**config.mk**
```make
export PLATFORM = sky130hd
export DESIGN_NAME = morse_key_classifier
export DESIGN_NICKNAME = d
export VERILOG_FILES = /design/src/rtl/morse_pkg.sv /design/src/rtl/morse_debounce.sv /design/src/rtl/morse_key_classifier.sv
export SDC_FILE = /design/constraint.sdc
export NUM_CORES = 1
export LEC_CHECK = 0
export ABC_AREA = 1
export CAP_MARGIN = 20
export CORE_UTILIZATION = 30
export DETAILED_ROUTE_END_ITERATION = 6
export GPL_ROUTABILITY_DRIVEN = 1
export PLACE_DENSITY = 0.45
export SYNTH_ARGS = -nofsm -noshare
export SYNTH_HDL_FRONTEND = slang
export SYNTH_SLANG_ARGS = --single-unit
```
**constraint.sdc**
```tcl
create_clock -name clk -period 1.85 [get_ports clk]
set_clock_uncertainty 0.15 [all_clocks]
set_input_delay 0.37 -clock clk [delete_from_list [all_inputs] [get_ports clk]]
set_output_delay 0.37 -clock clk [all_outputs]
set_load 0.02 [all_outputs]
```
**src/rtl/morse_pkg.sv**
```systemverilog
// morse_pkg: shared state type and default timing constants for the Morse key front end
package morse_pkg;
  typedef enum logic [1:0] {IDLE, PRESS, GAP} key_state_e;
  localparam int MORSE_DASH_UNITS = 2;
  localparam int MORSE_CHAR_GAP = 3;
  localparam int MORSE_WORD_GAP = 7;
endpackage

```
**src/rtl/morse_debounce.sv**
```systemverilog
// morse_debounce: 2-flop synchroniser plus optional debounce filter for the raw key line
// Ports: clk, rst (async active-low), i_key (raw async key),
//        o_level (clean level), o_rise / o_fall (one-cycle pulses in the cycle o_level changes).
// MORSE_KEY_DEBOUNCE_EN: when defined, o_level only follows the synchronised key after it has
// been stable for DEBOUNCE_CYCLES cycles; otherwise o_level is the synchroniser output.
module morse_debounce
  import morse_pkg::*;
#(
  parameter int DEBOUNCE_CYCLES = 16
) (
  input  logic clk,
  input  logic rst,
  input  logic i_key,
  output logic o_level,
  output logic o_rise,
  output logic o_fall
);
  logic r_s1, r_s2, r_prev;
  logic w_level;
  if (DEBOUNCE_CYCLES < 1) begin : g_bad_debounce
    $error("DEBOUNCE_CYCLES must be at least 1");
  end
  always_ff @(posedge clk or negedge rst)
    if (!rst) begin
      r_s1 <= 1'b0;
      r_s2 <= 1'b0;
    end else begin
      r_s1 <= i_key;
      r_s2 <= r_s1;
    end
`ifdef MORSE_KEY_DEBOUNCE_EN
  localparam int CNT_W = DEBOUNCE_CYCLES > 1 ? $clog2(DEBOUNCE_CYCLES) : 1;
  localparam logic [CNT_W-1:0] CNT_LAST = CNT_W'(DEBOUNCE_CYCLES - 1);
  logic [CNT_W-1:0] r_cnt;
  logic r_level;
  // Count consecutive cycles the synchronised key disagrees with the held level;
  // any agreement restarts the count, so short glitches never reach CNT_LAST.
  always_ff @(posedge clk or negedge rst)
    if (!rst) begin
      r_cnt <= '0;
      r_level <= 1'b0;
    end else if (r_s2 == r_level) r_cnt <= '0;
    else if (r_cnt == CNT_LAST) begin
      r_cnt <= '0;
      r_level <= r_s2;
    end else r_cnt <= r_cnt + 1'b1;
  assign w_level = r_level;
`else
  assign w_level = r_s2;
`endif
  always_ff @(posedge clk or negedge rst)
    if (!rst) r_prev <= 1'b0;
    else r_prev <= w_level;
  assign o_level = w_level;
  assign o_rise = w_level & ~r_prev;
  assign o_fall = ~w_level & r_prev;
endmodule

```
**src/rtl/morse_key_classifier.sv**
```systemverilog
// morse_key_classifier: times debounced key presses/releases in Morse units and strobes symbols
// Ports: clk, rst (async active-low), key_in (raw async key, 1 = pressed),
//        dot_inp / dash_inp / char_space_inp / word_space_inp (one-cycle, mutually exclusive strobes),
//        key_level (debounced key level).
// MORSE_KEY_DEBOUNCE_EN: enables the debounce filter in morse_debounce.
module morse_key_classifier
  import morse_pkg::*;
#(
  parameter int CLK_PER_UNIT = 1000,
  parameter int DASH_UNITS = MORSE_DASH_UNITS,
  parameter int CHAR_GAP = MORSE_CHAR_GAP,
  parameter int WORD_GAP = MORSE_WORD_GAP,
  parameter int DEBOUNCE_CYCLES = 16
) (
  input  logic clk,
  input  logic rst,
  input  logic key_in,
  output logic dot_inp,
  output logic dash_inp,
  output logic char_space_inp,
  output logic word_space_inp,
  output logic key_level
);
  localparam int CYC_W = $clog2(CLK_PER_UNIT);
  localparam int UNIT_W = $clog2(WORD_GAP + 1);
  localparam logic [CYC_W-1:0] CYC_LAST = CYC_W'(CLK_PER_UNIT - 1);
  localparam logic [UNIT_W-1:0] U_DASH = UNIT_W'(DASH_UNITS);
  localparam logic [UNIT_W-1:0] U_CHAR = UNIT_W'(CHAR_GAP);
  localparam logic [UNIT_W-1:0] U_WORD = UNIT_W'(WORD_GAP);
  if (CLK_PER_UNIT < 8 || WORD_GAP <= CHAR_GAP) begin : g_bad_params
    $error("need CLK_PER_UNIT >= 8 and WORD_GAP > CHAR_GAP");
  end
  key_state_e r_state, w_next;
  logic [CYC_W-1:0] r_cyc;
  logic [UNIT_W-1:0] r_units, w_units_nx;
  logic r_char_sent, r_dot, r_dash, r_char, r_word;
  logic w_level, w_rise, w_fall, w_tick;
  logic w_dot, w_dash, w_char, w_word;
  morse_debounce #(.DEBOUNCE_CYCLES(DEBOUNCE_CYCLES)) u_debounce (
    .clk(clk),
    .rst(rst),
    .i_key(key_in),
    .o_level(w_level),
    .o_rise(w_rise),
    .o_fall(w_fall)
  );
  // Unit count as it will be after this edge; strobes key off it so they land exactly
  // on the N*CLK_PER_UNIT boundary rather than one cycle later.
  assign w_tick = r_cyc == CYC_LAST;
  assign w_units_nx = (w_tick && r_units != U_WORD) ? r_units + 1'b1 : r_units;
  always_ff @(posedge clk or negedge rst)
    if (!rst) r_state <= IDLE;
    else r_state <= w_next;
  always_comb begin
    w_next = (r_state == IDLE && w_rise) ? PRESS :
             (r_state == PRESS && w_fall) ? GAP :
             (r_state == GAP && w_rise) ? PRESS :
             w_word ? IDLE : r_state;
  end
  // A press edge in GAP wins over any gap strobe due in the same cycle.
  always_comb begin
    w_dot = r_state == PRESS && w_fall && w_units_nx < U_DASH;
    w_dash = r_state == PRESS && w_fall && w_units_nx >= U_DASH;
    w_char = r_state == GAP && !w_rise && !r_char_sent && w_tick && w_units_nx == U_CHAR;
    w_word = r_state == GAP && !w_rise && w_tick && w_units_nx == U_WORD;
  end
  always_ff @(posedge clk or negedge rst)
    if (!rst) begin
      r_cyc <= '0;
      r_units <= '0;
      r_char_sent <= 1'b0;
    end else if (w_next != r_state) begin
      r_cyc <= '0;
      r_units <= '0;
      r_char_sent <= 1'b0;
    end else if (r_state != IDLE) begin
      r_cyc <= w_tick ? '0 : r_cyc + 1'b1;
      r_units <= w_units_nx;
      r_char_sent <= r_char_sent | w_char;
    end
  always_ff @(posedge clk or negedge rst)
    if (!rst) begin
      r_dot <= 1'b0;
      r_dash <= 1'b0;
      r_char <= 1'b0;
      r_word <= 1'b0;
    end else begin
      r_dot <= w_dot;
      r_dash <= w_dash;
      r_char <= w_char;
      r_word <= w_word;
    end
  assign dot_inp = r_dot;
  assign dash_inp = r_dash;
  assign char_space_inp = r_char;
  assign word_space_inp = r_word;
  assign key_level = w_level;
endmodule

```
==> run_results.csv, run 1 <==
group,metric,value,unit
run_status,status,"finished with violations",
run_status,failed_checks,"setup timing",
setup_path,timing.critical_path.required,1.90,ns
sta,postLayoutSetupSlackWorst,-0.0381,ns
pwr,irDropWorstVdd,0.322,mV
sta,highest_clock_frequency_the_design_can_meet,530,MHz
sta,grt_setup_unrepaired,"true",
sta,final-max-slew-violation-count,0,
sta,fin_setup_tns,-0.170,ns
global_route,global_route_usage_over_all_layers,14.3,%
floorplanning,fp.dieH,66.6,um
detailed_routing,via_per_inst,4.59,
sta,setup-violations-final,7,
setup_path,critical_path_peak_fanout,7,
synth,synthDistinctLibCells,25,
detailed_routing,wirelength,2870,um
setup_path,end_kind,"flop",
cts,ctsLongestPathBuffers,2,
floorplanning,floorplan.die.width,66.6,um
finish,multiInputGateArea,704,sq um
synth,synth.ff_latch_count,23,
setup_path,worst-endpoint-arrival,1.94,ns
hold_path,hold_path_class,"flop to flop",
global_route,global_route.peak_usage_layer,"met2",
synth,synthesis.area,1250,sq um
synth,synthesis.nets,154,
global_route,groute.layer.met1.usage,17.5,%
finish,syn2layout_area_growth,38.2,%
detailed_routing,first_pass_iters,4,
detailed_routing,drt.antenna.violating_nets,0,
floorplanning,floorplan.core_area,4000,sq um
finish,utilization,43.3,%
finish,fill_cell_count,408,
cts,clk_root_buffer_cell,"sky130_fd_sc_hd__clkbuf_8",
placement,globalplace.congestion,0.755,
floorplanning,floorplan.initialDensity,31.3,%
setup_path,startpoint_type,"flop",
finish,final_cell_area,1730,sq um
global_route,gr-usage-met3,3.60,%
cts,cts-hold-fix-buffers,0,
finish,antenna_cells_inserted,0,
sta,report.final.hold_viol_count,0,
sta,finalCritPeriodShare,102,%
detailed_routing,detail_route.drc_violations,0,
synth,yosysSeqAreaShare,46.0,%
synth,syn-mean-instance-area,8.46,sq um
global_route,gr-usage-met2,24.5,%
synth,yosysWarningCount,0,
placement,detailed_place.area,1490,sq um
cts,cts_max_level,1,
cts,cts_sinks,23,
finish,register_area,576,sq um
global_route,maximum_number_of_pins_on_one_net_before_global_route_repair,24,
finish,fraction_of_layout_instances_using_a_drive_strength_above_1,39.0,%
flow_run,timing.max_cap.violations,0,
global_route,via_count_of_the_first_global_routing_pass,994,
floorplanning,die_area,4440,sq um
global_route,globalRouteOverflowTotal,0,
sta,crit_path_time_final,1.89,ns
cts,skew_pair_late_insertion_delay,0.26,ns
synth,syn-instance-count,148,
detailed_routing,initialDrtViolationCount,31,
global_route,grt_first_pass_wirelength,4620,um
floorplanning,floorplan.rows,23,
finish,fin_nets,189,
pwr,p_leak,0.789,nW
setup_path,timing_worst_setup_path_type,"flop to flop",
cts,clock_tree_from_tritoncts,"built",
placement,count_of_port_buffers_added_during_placement,7,
detailed_routing,dr_total_vias,1064,
cts,cts.reportedPaths.clkPinSlew,0.08,ns
sta,timing.max_slew.rel_slack,61.2,%
pwr,power_per_cell_area,1130,nW/um^2
cts,numCtsBuffers,3,
placement,pre_cts_ws,-0.0840,ns
sta,worst_slew_pin_slew,0.582,ns
placement,detailed_place_hpwl,1940,um
floorplanning,ios,8,
global_route,antenna_violations_before_repair,0,
detailed_routing,routed_wire_length_per_instance,12.4,um
-- per-stage QoR --
stage | std cells | power, mW | hold WS (ns)
2_1_floorplan | 148 | 1.16 | -0.0756
3_3_place_gp | 220 | 1.34 | 0.196
3_5_place_dp | 220 | 1.34 | 0.191
4_1_cts | 228 | 1.82 | 0.219
5_1_grt | 232 | 2.10 | 0.229
6_report | 232 | 1.95 | 0.213
-- registers in the layout (all words and copies together), names as in the netlist --
register            count
r_char_sent             1
dot_inp                 1
char_space_inp          1
r_units                 3
dash_inp                1
u_debounce.r_prev       1
r_cyc                  10
word_space_inp          1
u_debounce.r_s1         1
r_state                 2
u_debounce.o_level      1
-- per-layer routing --
layer | wire (um) | vias to the layer above | share of wire (%)
met1 | 1320 | 509 | 46
met2 | 1480 | 6 | 52
li1 | - | 547 | -
met5 | 0 | - | 0
met4 | 25 | 0 | 0.87
met3 | 40 | 2 | 1.4
-- critical path, stage by stage (launching register included) --
cell	delay, ns
sky130_fd_sc_hd__dfrtp_1	0.39
sky130_fd_sc_hd__ha_2	0.20
sky130_fd_sc_hd__ha_4	0.16
sky130_fd_sc_hd__inv_4	0.06
sky130_fd_sc_hd__buf_6	0.09
sky130_fd_sc_hd__nand4_1	0.11
sky130_fd_sc_hd__nand2_2	0.13
sky130_fd_sc_hd__nor2_4	0.05
sky130_fd_sc_hd__nand2_2	0.07
sky130_fd_sc_hd__nand2_4	0.07
sky130_fd_sc_hd__nand2_8	0.10
sky130_fd_sc_hd__nand2_8	0.11
sky130_fd_sc_hd__nor2_4	0.13
-- final cells by class --
type,count,area share (%)
Clock buffer,4,2.60
Sequential cell,23,33.3
Tap cell,50,3.62
Multi-Input combinational cell,101,40.7
Timing Repair Buffer,31,14.7
Inverter,23,5.13
-- cells in the final DEF, fill, tap and decap left out, drive strengths merged, types with 2 or more instances in the layout --
| cell type | netlist | layout |
|---|---|---|
| nand2 | 32 | 33 |
| nor2 | 25 | 25 |
| buf | 1 | 24 |
| dfrtp | 23 | 23 |
| inv | 23 | 23 |
| nand3 | 13 | 13 |
| o21ai | 7 | 7 |
| clkdlybuf4s50 | 0 | 7 |
| nand4 | 6 | 6 |
| clkbuf | 1 | 4 |
| a21oi | 3 | 3 |
| a31o | 3 | 3 |
| ha | 3 | 3 |
| nor3 | 2 | 2 |
-- worst paths after layout --
kind                                  from                  to  slack (ns)  cells after the start
min reg2reg                u_debounce.r_s1  u_debounce.o_level        0.21                      0
max in group asynchronous              rst  u_debounce.o_level        1.02                      2
min in group asynchronous              rst            r_cyc[4]        0.31                      2
min                        u_debounce.r_s1  u_debounce.o_level        0.21                      0
max reg2reg                     r_units[1]            r_cyc[8]       -0.04                     12
max                             r_units[1]            r_cyc[8]       -0.04                     12
-- report_power, final --
part           internal (mW)  switching [mW]  total (mW)
Sequential             0.580          0.0587       0.638
Clock                  0.153           0.155       0.309
Combinational          0.394           0.609        1.00
-- what timing repair did --
item                                   in CTS  in global routing
pin swaps                                   6                 12
gates resized for setup                     8                 20
buffers inserted                            3                  4
cloned                                      1                  0
endpoints found under the hold margin       0                  0
setup endpoints to repair                  14                 16
-- cell families after synthesis --
| group | after synthesis | share of synthesized area, % |
|---|---|---|
| AND/OR/NAND/NOR | 80 | 33.7 |
| adder cells (fa/ha/maj) | 3 | 3.00 |
| buffers and inverters | 25 | 8.79 |
| AO/OA/AOI/OAI | 16 | 7.89 |
| XOR/XNOR | 1 | 0.699 |
| flip-flops | 23 | 46.0 |
-- synth_stat cells --
master / number / area (sq um)
sky130_fd_sc_hd__inv_2: 1 / 3.75
sky130_fd_sc_hd__a31oi_1: 1 / 6.26
sky130_fd_sc_hd__a21oi_1: 3 / 15.0
sky130_fd_sc_hd__nand4_1: 6 / 37.5
sky130_fd_sc_hd__o211ai_1: 1 / 7.51
sky130_fd_sc_hd__nand3_1: 11 / 55.1
sky130_fd_sc_hd__clkbuf_1: 1 / 3.75
sky130_fd_sc_hd__nand2_1: 25 / 93.8
sky130_fd_sc_hd__o21ai_0: 7 / 35.0
sky130_fd_sc_hd__a32oi_1: 1 / 8.76
sky130_fd_sc_hd__a31o_2: 3 / 26.3
sky130_fd_sc_hd__buf_12: 1 / 20.0
sky130_fd_sc_hd__ha_1: 3 / 37.5
sky130_fd_sc_hd__nor2_4: 3 / 33.8
sky130_fd_sc_hd__or2_2: 1 / 6.26
sky130_fd_sc_hd__dfrtp_1: 23 / 576
sky130_fd_sc_hd__nor2_1: 11 / 41.3
sky130_fd_sc_hd__nor3_1: 2 / 10.0
sky130_fd_sc_hd__inv_1: 22 / 82.6
sky130_fd_sc_hd__nand2_2: 6 / 37.5
sky130_fd_sc_hd__nand3_2: 2 / 20.0
sky130_fd_sc_hd__nor2_2: 11 / 68.8
sky130_fd_sc_hd__xor2_1: 1 / 8.76
sky130_fd_sc_hd__nand2_4: 1 / 11.3
sky130_fd_sc_hd__and3_1: 1 / 6.26
(Power assumes the default switching activity.)
==> run 2, diff against run 1 <==
CORE_MARGIN = 5   (was not set)
==> run_results.csv, run 2 (synthesis results as in run 1) <==
group,metric,value,unit
setup_path,critical_path_peak_fanout,7,
detailed_routing,via_per_inst,4.54,
floorplanning,floorplan.core_area,4030,sq um
setup_path,end_kind,"flop",
setup_path,critical-path-top-delay-family,"simple AND/OR/NAND/NOR gates",
detailed_routing,routed_wire_length_per_instance,11.1,um
global_route,global_route.peak_usage_layer,"met2",
setup_path,worst-endpoint-arrival,1.86,ns
setup_path,timing_worst_setup_path_type,"flop to flop",
sta,setup-violations-final,13,
sta,report.final.hold_viol_count,0,
pwr,irDropWorstVdd,0.378,mV
cts,ctsLongestPathBuffers,2,
finish,largest_register_ff_count,10,
global_route,groute.layer.met1.usage,12.6,%
finish,utilization,40.7,%
global_route,antenna_violations_before_repair,0,
setup_path,timing.critical_path.required,1.84,ns
pwr,power_per_cell_area,1070,nW/um^2
setup_path,rr_endpoint,"r_units[2]",
sta,timing.hold.ws,0.203,ns
sta,fin_setup_tns,-0.127,ns
detailed_routing,first_pass_iters,4,
global_route,grt_first_pass_wirelength,4280,um
sta,timing.max_slew.rel_slack,38.7,%
placement,globalplace.congestion,0.809,
finish,antenna_cells_inserted,0,
flow_run,timing.max_cap.violations,0,
floorplanning,ios,8,
cts,cts_sinks,23,
finish,syn2layout_area_growth,31.0,%
setup_path,critical_path.n_buffers_inverters,0,
floorplanning,fp.dieH,74.6,um
placement,placed_cells_incl_taps,216,
detailed_routing,dr_total_vias,1026,
pwr,p_leak,0.752,nW
sta,postLayoutSetupSlackWorst,-0.0188,ns
detailed_routing,initialDrtViolationCount,46,
detailed_routing,drt.antenna.violating_nets,0,
setup_path,critical_path.max_stage_delay,0.40,ns
finish,top_regs,"r_cyc x10, r_units x3, r_state x2",
global_route,maximum_number_of_pins_on_one_net_before_global_route_repair,24,
finish,mostFrequentLayoutCells,"sky130_fd_sc_hd__dfrtp_1, sky130_fd_sc_hd__inv_1, sky130_fd_sc_hd__nand2_1, sky130_fd_sc_hd__buf_4, sky130_fd_sc_hd__nor2_2",
placement,detailed_place_hpwl,1770,um
run_status,failed_checks,"setup timing",
floorplanning,floorplan.initialDensity,31.1,%
sta,final-max-slew-violation-count,0,
run_status,status,"finished with violations",
sta,finalCritPeriodShare,101,%
sta,crit_path_time_final,1.87,ns
hold_path,timing.hold.worst_endpoint,"u_debounce.o_level",
cts,clock_tree_from_tritoncts,"built",
finish,layoutNonFillerInstCount,226,
detailed_routing,wirelength,2520,um
floorplanning,floorplan.rows,23,
finish,fin_nets,183,
setup_path,regToRegStartpoint,"r_cyc[0]",
floorplanning,die_area,5570,sq um
global_route,gr-usage-met2,16.7,%
sta,grt_setup_unrepaired,"true",
global_route,via_count_of_the_first_global_routing_pass,970,
global_route,global_route_usage_over_all_layers,10.1,%
floorplanning,floorplan.die.width,74.6,um
setup_path,r2r.worst_path.cells,12,
cts,cts.reportedPaths.clkPinSlew,0.08,ns
hold_path,hold_path_class,"flop to flop",
sta,worst_slew_pin_slew,0.920,ns
setup_path,timing.critical_path.mode_cell,"sky130_fd_sc_hd__nand2_2",
setup_path,cpMaxStageDelayCell,"sky130_fd_sc_hd__dfrtp_1",
placement,count_of_port_buffers_added_during_placement,7,
finish,fill_cell_count,405,
finish,layout_commonest_cell,"sky130_fd_sc_hd__dfrtp_1",
hold_path,worstHoldStart,"u_debounce.r_s1",
setup_path,path_cells,"ha_4, nand2_2, nor2_4, nand3_4, nand2_2, nand2_2, nor2_4, nand2_2, nand2_2, nand2_4, nand2_8, nor2_2",
cts,numCtsBuffers,3,
cts,cts_max_level,1,
detailed_routing,detail_route.drc_violations,0,
global_route,gr-usage-met3,2.54,%
cts,skew_pair_late_insertion_delay,0.26,ns
setup_path,timing.reg2reg.setup_slack,-0.02,ns
finish,fraction_of_layout_instances_using_a_drive_strength_above_1,36.4,%
sta,highest_clock_frequency_the_design_can_meet,535,MHz
hold_path,holdPathStages,0,
finish,register_with_the_highest_flop_count,"r_cyc",
global_route,globalRouteOverflowTotal,0,
cts,clk_root_buffer_cell,"sky130_fd_sc_hd__clkbuf_8",
setup_path,startpoint_type,"flop",
[run 2: changes by cell type in the layout (fill, tap and decap cells not counted), moves of 2 or more]
cell / previous run / this run
sky130_fd_sc_hd__buf_4: 23 / 18
sky130_fd_sc_hd__nand2_2: 8 / 10
sky130_fd_sc_hd__nor2_2: 9 / 14
sky130_fd_sc_hd__nor2_4: 10 / 4
[run 2: layer usage]
layer | vias up | wire length [um]
li1 | 538 | -
met1 | 470 | 1190
met2 | 16 | 1200
met3 | 2 | 105
met4 | 0 | 26
met5 | - | 0
[run 2: stage by stage]
stage	instance area, sq um	total power, mW	setup slack, ns
5_1_grt	1640	1.88	-0.116
2_1_floorplan	1260	1.16	0.00672
3_3_place_gp	1460	1.29	-0.0402
3_5_place_dp	1460	1.30	-0.119
4_1_cts	1610	1.74	0.000335
6_report	1640	1.76	-0.0188
[run 2: worst register-to-register path: stages, from the launching register on]
cell	delay, ns
sky130_fd_sc_hd__dfrtp_1	0.40
sky130_fd_sc_hd__ha_4	0.16
sky130_fd_sc_hd__nand2_2	0.06
sky130_fd_sc_hd__nor2_4	0.19
sky130_fd_sc_hd__nand3_4	0.11
sky130_fd_sc_hd__nand2_2	0.09
sky130_fd_sc_hd__nand2_2	0.07
sky130_fd_sc_hd__nor2_4	0.12
sky130_fd_sc_hd__nand2_2	0.06
sky130_fd_sc_hd__nand2_2	0.08
sky130_fd_sc_hd__nand2_4	0.10
sky130_fd_sc_hd__nand2_8	0.11
sky130_fd_sc_hd__nor2_2	0.05
[run 2: worst max path at each step]
stage                     from          to  slack [ns]  cells past startpoint
floorplan           r_units[0]  r_units[2]       0.007                     13
global placement    r_units[1]    r_cyc[7]       -0.04                     12
detailed placement  r_units[1]    r_cyc[4]       -0.12                     12
CTS                   r_cyc[0]    r_cyc[6]      0.0003                     12
global route          r_cyc[0]  r_units[0]       -0.12                     12
finish                r_cyc[0]  r_units[2]       -0.02                     12
[run 2: final cells by class]
cell class	instances	area, sq um	area share, %
multi-input cells	101	663	40.4
well taps	50	62.6	3.81
clock buffers	4	45.0	2.75
inverters	23	88.8	5.42
flip-flops and latches	23	576	35.1
repair buffers	25	205	12.5
[run 2: power by group]
part	total (mW)	switching, mW	internal [mW]	leakage, nW
sequential	0.639	0.0589	0.580	0.305
combinational	0.817	0.497	0.320	0.425
clock	0.300	0.147	0.153	0.0228
total	1.76	0.703	1.05	0.752
[run 2: timing repair]
| action | CTS | global route |
|---|---|---|
| gates cloned | 1 | 0 |
| buffers inserted | 3 | 2 |
| setup endpoints to repair | 14 | 14 |
| pin swaps | 6 | 4 |
| hold buffers | 0 | 0 |
| resized for setup | 14 | 5 |
==> run 3, diff against run 2 <==
==> constraint.sdc (replaced) <==
create_clock -name clk -period 1.85 [get_ports clk]
set_clock_uncertainty 0.15 [all_clocks]
set_input_delay 0.185 -clock clk [delete_from_list [all_inputs] [get_ports clk]]
set_output_delay 0.185 -clock clk [all_outputs]
set_load 0.02 [all_outputs]
==> results of run 3 <==
Same layout as run 2 (identical final DEF). Status: finished with violations: setup timing.
Among the figures that moved: hold slack 0.203 ns -> 0.133 ns
